File: config.mk
export PLATFORM = sky130hd
export DESIGN_NAME = node_port
export DESIGN_NICKNAME = d
export VERILOG_FILES = /design/src/rtl/noc_pkg.sv /design/src/rtl/pkt_fifo.sv /design/src/rtl/node_port.sv
export SDC_FILE = /design/constraint.sdc
export NUM_CORES = 1
export LEC_CHECK = 0
export BUFFER_PORTS_ARGS = -buffer_cell sky130_fd_sc_hd__clkbuf_2
export CORE_AREA = 5 5 176 195
export DETAILED_ROUTE_END_ITERATION = 6
export DIE_AREA = 0 0 181 200
export GPL_ROUTABILITY_DRIVEN = 0
export PLACE_DENSITY = 0.57
export SLEW_MARGIN = 20
export SYNTH_ARGS = -nofsm -noshare
export SYNTH_HDL_FRONTEND = slang
export SYNTH_SLANG_ARGS = --single-unit
File: constraint.sdc
create_clock -name clk -period 7.3 [get_ports clk]
set_clock_uncertainty 0.15 [all_clocks]
set_input_delay 0.365 -clock clk [delete_from_list [all_inputs] [get_ports clk]]
set_output_delay 0.365 -clock clk [all_outputs]
set_load 0.1 [all_outputs]
File: src/rtl/noc_pkg.sv
// Shared packet format and serial-link constants for the byte-serial router link.
package noc_pkg;

  typedef struct packed {
    logic [3:0]  source_id;
    logic [3:0]  dest_id;
    logic [23:0] data;
  } pkt_t;

  localparam int PKT_BYTES = 4;
  localparam int BIDX_W    = $clog2(PKT_BYTES);

  // Byte idx of a packet on the wire, MSB first.
  function automatic logic [7:0] pkt_byte(input pkt_t p, input logic [BIDX_W-1:0] idx);
    return p[8*(PKT_BYTES-1-int'(idx)) +: 8];
  endfunction

endpackage

File: src/rtl/pkt_fifo.sv
// Synchronous pkt_t queue with zero-latency head (0 when empty); push and pop in one cycle both honoured.
// Pushes while full and pops while empty are ignored; pointers wrap modulo DEPTH.
module pkt_fifo
  import noc_pkg::*;
#(
  parameter int DEPTH = 2
) (
  input  logic                         clk,
  input  logic                         rst_b,
  input  logic                         i_wr,
  input  pkt_t                         i_wdat,
  input  logic                         i_rd,
  output pkt_t                         o_rdat,
  output logic                         o_full,
  output logic                         o_empty,
  output logic [$clog2(DEPTH+1)-1:0]   o_count
);
  localparam int PW = (DEPTH > 1) ? $clog2(DEPTH) : 1;
  localparam int CW = $clog2(DEPTH+1);

  pkt_t          r_mem [DEPTH];
  logic [PW-1:0] r_wptr;
  logic [PW-1:0] r_rptr;
  logic [CW-1:0] r_count;
  logic          w_wr;
  logic          w_rd;

  function automatic logic [PW-1:0] nxt(input logic [PW-1:0] p);
    return (p == PW'(DEPTH-1)) ? '0 : p + PW'(1);
  endfunction

  assign o_full  = (r_count == CW'(DEPTH));
  assign o_empty = (r_count == '0);
  assign o_count = r_count;
  assign o_rdat  = o_empty ? '0 : r_mem[r_rptr];
  assign w_wr    = i_wr & ~o_full;
  assign w_rd    = i_rd & ~o_empty;

  always_ff @(posedge clk or posedge rst_b) begin
    if (rst_b) begin
      r_wptr  <= '0;
      r_rptr  <= '0;
      r_count <= '0;
    end else begin
      if (w_wr) r_wptr <= nxt(r_wptr);
      if (w_rd) r_rptr <= nxt(r_rptr);
      if (w_wr && !w_rd)      r_count <= r_count + CW'(1);
      else if (!w_wr && w_rd) r_count <= r_count - CW'(1);
    end
  end

  always_ff @(posedge clk) begin
    if (w_wr) r_mem[r_wptr] <= i_wdat;
  end

endmodule

File: src/rtl/node_port.sv
// Node endpoint of the router link: TX queue + MSB-first 4-byte serialiser, RX deserialiser + queue.
// First TX byte one cycle after start, 6-cycle packet period; free_out reserves a slot for any burst in flight.
module node_port
  import noc_pkg::*;
#(
  parameter int NODEID   = 0,
  parameter int TX_DEPTH = 2,
  parameter int RX_DEPTH = 2
) (
  input  logic       clk,
  input  logic       rst_b,
  input  pkt_t       i_tx_pkt,
  input  logic       i_tx_valid,
  output logic       o_tx_ready,
  output logic       o_put_out,
  output logic [7:0] o_payload_out,
  input  logic       i_free_in,
  input  logic       i_put_in,
  input  logic [7:0] i_payload_in,
  output logic       o_free_out,
  output pkt_t       o_rx_pkt,
  output logic       o_rx_valid,
  input  logic       i_rx_ready,
  output logic       o_rx_misroute,
  output logic       o_rx_err
);
  localparam logic [1:0] TX_IDLE    = 2'd0;
  localparam logic [1:0] TX_SEND    = 2'd1;
  localparam logic [1:0] TX_GAP     = 2'd2;
  localparam logic [0:0] RX_WAIT    = 1'b0;
  localparam logic [0:0] RX_COLLECT = 1'b1;
  localparam int TXCW = $clog2(TX_DEPTH+1);
  localparam int RXCW = $clog2(RX_DEPTH+1);

  logic [1:0]        r_tx_state;
  pkt_t              r_tx_pkt;
  logic [BIDX_W-1:0] r_tx_idx;
  logic              r_put_out;
  logic [7:0]        r_payload_out;
  pkt_t              w_tx_head;
  logic              w_tx_full;
  logic              w_tx_empty;
  logic              w_tx_pop;
  logic [TXCW-1:0]   w_tx_count;

  logic [0:0]        r_rx_state;
  logic [31:8]       r_rx_sreg;
  logic [BIDX_W-1:0] r_rx_cnt;
  logic              r_rx_drop;
  logic              r_rx_wr;
  pkt_t              r_rx_wdat;
  logic              r_rx_misroute;
  logic              r_rx_err;
  pkt_t              w_rx_pkt;
  logic              w_rx_full;
  logic              w_rx_empty;
  logic              w_rx_busy;
  logic [RXCW-1:0]   w_rx_count;

  assign o_tx_ready    = ~w_tx_full;
  assign w_tx_pop      = (r_tx_state == TX_IDLE) & ~w_tx_empty & i_free_in;
  assign o_put_out     = r_put_out;
  assign o_payload_out = r_payload_out;

  pkt_fifo #(.DEPTH(TX_DEPTH)) u_tx_fifo (
    .clk(clk), .rst_b(rst_b), .i_wr(i_tx_valid), .i_wdat(i_tx_pkt), .i_rd(w_tx_pop),
    .o_rdat(w_tx_head), .o_full(w_tx_full), .o_empty(w_tx_empty), .o_count(w_tx_count)
  );

  // free_in only gates the start of a burst; a started burst always runs to completion.
  always_ff @(posedge clk or posedge rst_b) begin
    if (rst_b) begin
      r_tx_state    <= TX_IDLE;
      r_tx_pkt      <= '0;
      r_tx_idx      <= '0;
      r_put_out     <= 1'b0;
      r_payload_out <= '0;
    end else begin
      case (r_tx_state)
        TX_IDLE: if (w_tx_pop) begin
          r_tx_state    <= TX_SEND;
          r_tx_pkt      <= w_tx_head;
          r_tx_idx      <= '0;
          r_put_out     <= 1'b1;
          r_payload_out <= pkt_byte(w_tx_head, '0);
        end
        TX_SEND: if (r_tx_idx == BIDX_W'(PKT_BYTES-1)) begin
          r_tx_state    <= TX_GAP;
          r_put_out     <= 1'b0;
          r_payload_out <= '0;
        end else begin
          r_tx_idx      <= r_tx_idx + BIDX_W'(1);
          r_payload_out <= pkt_byte(r_tx_pkt, r_tx_idx + BIDX_W'(1));
        end
        default: r_tx_state <= TX_IDLE;
      endcase
    end
  end

  assign w_rx_pkt   = {r_rx_sreg, i_payload_in};
  assign w_rx_busy  = (r_rx_state == RX_COLLECT) | r_rx_wr;
  assign o_free_out = ({1'b0, w_rx_count} + (RXCW+1)'(w_rx_busy)) < (RXCW+1)'(RX_DEPTH);
  assign o_rx_valid    = ~w_rx_empty;
  assign o_rx_misroute = r_rx_misroute;
  assign o_rx_err      = r_rx_err;

  always_ff @(posedge clk or posedge rst_b) begin
    if (rst_b) begin
      r_rx_state    <= RX_WAIT;
      r_rx_sreg     <= '0;
      r_rx_cnt      <= '0;
      r_rx_drop     <= 1'b0;
      r_rx_wr       <= 1'b0;
      r_rx_wdat     <= '0;
      r_rx_misroute <= 1'b0;
      r_rx_err      <= 1'b0;
    end else begin
      r_rx_wr       <= 1'b0;
      r_rx_misroute <= 1'b0;
      r_rx_err      <= 1'b0;
      case (r_rx_state)
        RX_WAIT: if (i_put_in) begin
          r_rx_state <= RX_COLLECT;
          r_rx_sreg  <= {i_payload_in, 16'h0};
          r_rx_cnt   <= BIDX_W'(1);
          r_rx_drop  <= ~o_free_out;
        end
        default: if (!i_put_in) begin
          r_rx_state <= RX_WAIT;
          r_rx_err   <= 1'b1;
        end else if (r_rx_cnt == BIDX_W'(PKT_BYTES-1)) begin
          // Misrouted packets are still delivered; the pulse only flags them.
          r_rx_state    <= RX_WAIT;
          r_rx_wr       <= ~r_rx_drop;
          r_rx_wdat     <= w_rx_pkt;
          r_rx_misroute <= ~r_rx_drop & (w_rx_pkt.dest_id != 4'(NODEID));
        end else begin
          r_rx_sreg[8*(PKT_BYTES-1-int'(r_rx_cnt)) +: 8] <= i_payload_in;
          r_rx_cnt <= r_rx_cnt + BIDX_W'(1);
        end
      endcase
    end
  end

  pkt_fifo #(.DEPTH(RX_DEPTH)) u_rx_fifo (
    .clk(clk), .rst_b(rst_b), .i_wr(r_rx_wr), .i_wdat(r_rx_wdat), .i_rd(i_rx_ready),
    .o_rdat(o_rx_pkt), .o_full(w_rx_full), .o_empty(w_rx_empty), .o_count(w_rx_count)
  );

  a_rx_burst_fits: assert property (@(posedge clk) disable iff (rst_b)
    (r_rx_state == RX_WAIT && i_put_in) |-> o_free_out);
  a_rx_no_overflow: assert property (@(posedge clk) disable iff (rst_b)
    r_rx_wr |-> !w_rx_full);
  a_tx_count: assert property (@(posedge clk) disable iff (rst_b)
    w_tx_full == (w_tx_count == TXCW'(TX_DEPTH)));

endmodule

==> results.ini <==
[critical_path]
cp-end-kind = output port
r2r-end = r_rx_wdat[18]
crit_end = o_rx_pkt[5]
reg2reg_depth = 3
r2r-start = r_rx_cnt[0]
crit_type = register to output port
worstPathRequired_ps = 6780
startpoint = u_rx_fifo.r_rptr
cp-start-kind = register
reg2reg_slack_ps = 4930
crit_arrival_ps = 2240
crit_fanout = 27

[yosys]
synth_top_family_by_area = multiplexers
synth_cells = 604
ys_ff_latch = 244
synth_cell_types = 50
avgSynthCellArea_sq_um = 15.7
synth_enable_flop_cells = 128
ys_seq_area_share_pct = 71.4
synth_fa_ha_area_share_pct = 0.926
synth_mux_area_share_pct = 12.7
ys.flop_type = edfxtp_1
yosys_warnings = 0
synthXorXnorAreaFrac_pct = 0.926
async_flop_share_pct = 47.5
synth_compound_area_share_pct = 7.77
yosys.area_share.simple_pct = 4.33
syn_nets = 657
syn_area_sq_um = 9460

[clocking]
clock-sinks = 244
clockBufferDepth = 3
cts_tree = done
cts-root-buf = clkbuf_16
cts_resized = 0
cts_made_buffers = 27
clk_latency_ps = 510
clkTransAtPathRegs_ps = 60
htree_levels = 1
cts_setup_buffers = 0

[timing]
fin_hold_ws_ps = 25.2
rsz0062_at_grt = no
relSlewSlack_pct = 40.6
slew_viol_final = 0
tns_ps = 0
hold_viol = 0
finalCritPeriodShare_pct = 37.7
tightest_slew_ps = 890
setup_violations = 0
fin_crit_ps = 2750
max_freq_mhz = 363

[flow_run]
drv_cap = 0

[grt]
grt_overflow = 0
grt_pass1_vias = 5661
track_usage_pct = 10.4
grt_max_degree = 68
grt_pass1_wl_mm = 30.7
grt_antenna_before_repair = 0

[layout]
area_growth_pct = 23.0
fin_nets = 794
fill_cells = 3066
antenna_cells = 0
layout-drive-gt1-share_pct = 26.8
mostFrequentLayoutCell = edfxtp_1
final_cell_mix = 128 x edfxtp_1, 114 x dfrtp_1, 91 x clkbuf_2, 69 x mux2i_1, 55 x o21ai_0

[hold_path]
hp-class = input port to register
hp-start = i_payload_in[0]

[pwr]
pwr_density_cell_nw_per_um2 = 463
combPwrFrac_pct = 36.6
power.leakage_uw = 0.00488
p_seq_share_pct = 38.3
p_clk_share_pct = 25.0
power.share.switching_pct = 40.1
internal-power_uw = 3230
max-vdd-ir-drop_v = 0.000311
p_sw_uw = 2160

[placed_design]
portBuffers = 91
dp_hpwl_mm = 12.2

[floorplan]
fp.dieArea_sq_um = 36200
design.core.area_sq_um = 32000
row_count = 69
boundaryPins = 92
initial_core_util_pct = 29.5
die_h_um = 200
die_w_um = 181

[route]
firstDrtPassIters = 4
drc = 0
wl_mm = 18.9
route.vias.total = 5267
drt_iter0_markers = 303
postRouteAntennaNets = 0
viasPerCell = 4.44
routedWlPerCell_um = 16.0

[status]
status = complete, no violations

==> critical path, stage by stage, from the launching register on <==
cell and delay (ps):
dfrtp_2 470, buf_4 440, mux2i_1 180, nor2_1 140
clkbuf_2 470
==> flip-flops by register name, summed over array words and instances, names as in the netlist, 8 cells and up <==
name / flops
u_rx_fifo.r_mem: 64
r_rx_wdat: 32
o_payload_out: 8
r_tx_pkt: 32
r_rx_sreg: 24
u_tx_fifo.r_mem: 64
==> cell usage after synthesis, types with 3 or more instances <==
cell type / number / area share (%)
edfxtp_1: 128 / 41
dfrtp_1: 116 / 31
mux2i_1: 69 / 7.3
o21ai_0: 55 / 2.9
nor2_1: 45 / 1.8
mux2_2: 35 / 4.2
a22o_1: 24 / 2.2
inv_1: 14 / 0.56
buf_2: 13 / 0.69
nand2_1: 10 / 0.40
clkbuf_1: 9 / 0.36
ha_1: 7 / 0.93
xnor2_1: 7 / 0.65
a21oi_1: 5 / 0.26
mux4_2: 5 / 1.2
nand3_1: 4 / 0.21
o21a_1: 4 / 0.32
o21ai_2: 4 / 0.37
o221ai_1: 4 / 0.37
a21o_1: 3 / 0.24
and2b_2: 3 / 0.28
buf_4: 3 / 0.24
xor2_1: 3 / 0.28
==> area by class of cell <==
type | instances | area (sq um) | area share [%]
multi-input combinational | 318 | 2530 | 21.7
sequential | 244 | 6750 | 58.0
timing repair buffer | 134 | 863 | 7.42
clock inverter | 19 | 198 | 1.70
tap | 426 | 533 | 4.58
clock buffer | 30 | 697 | 5.99
inverter | 16 | 62.6 | 0.538
==> through the flow <==
step / worst slack [ps] / util, % / cells / instance area, sq um / total power [uW]
6_report: 4550 / 36.3 / 1187 / 11600 / 5390
5_1_grt: 4380 / 36.3 / 1187 / 11600 / 5690
4_1_cts: 4460 / 36.3 / 1187 / 11600 / 5460
3_5_place_dp: 4870 / 32.5 / 1104 / 10400 / 4080
3_3_place_gp: 4930 / 32.5 / 1104 / 10400 / 4050
2_1_floorplan: 3710 / - / 604 / 9460 / 3670
==> worst min path at each step <==
stage / endpoint / depth (start not counted)
final: r_rx_sreg[24] / 2
after global routing: r_rx_sreg[15] / 2
after CTS: r_rx_sreg[15] / 2
after detailed placement: u_rx_fifo.r_mem[1][3] / 0
after global placement: u_rx_fifo.r_mem[1][6] / 0
after floorplan: r_rx_wr / 1
==> layer usage <==
metal	share of wire [%]	track usage, %	vias up
met5	0	0	-
met4	2.0	2.78	0
met3	5.1	2.08	25
met2	49	18.4	131
met1	43	13.3	2594
li1	-	-	2517
==> power by group through the flow <==
stage | logic, uW | registers, uW | clock network [uW]
floorplan | 1500 | 2170 | 0
global placement | 1970 | 2080 | 0
detailed placement | 1990 | 2090 | 0
CTS | 2010 | 2070 | 1380
global route | 2130 | 2110 | 1450
finish | 1970 | 2070 | 1350
==> cell families (layout without fill, tap and decap cells) <==
kind of cell,after synthesis,count (layout)
DFF,244,244
AOI/OAI and AO/OA,110,110
muxes,109,109
and+or+nand+nor,82,82
buffers and inverters,42,199
xor gates and xnor gates,10,10
adders and majority gates,7,7
==> timing repair <==
action,in CTS,in global routing
endpoints found under the setup margin,0,0
hold endpoints to repair,114,0
hold buffers,34,0
Note: power is estimated with default switching activity, not from simulation.
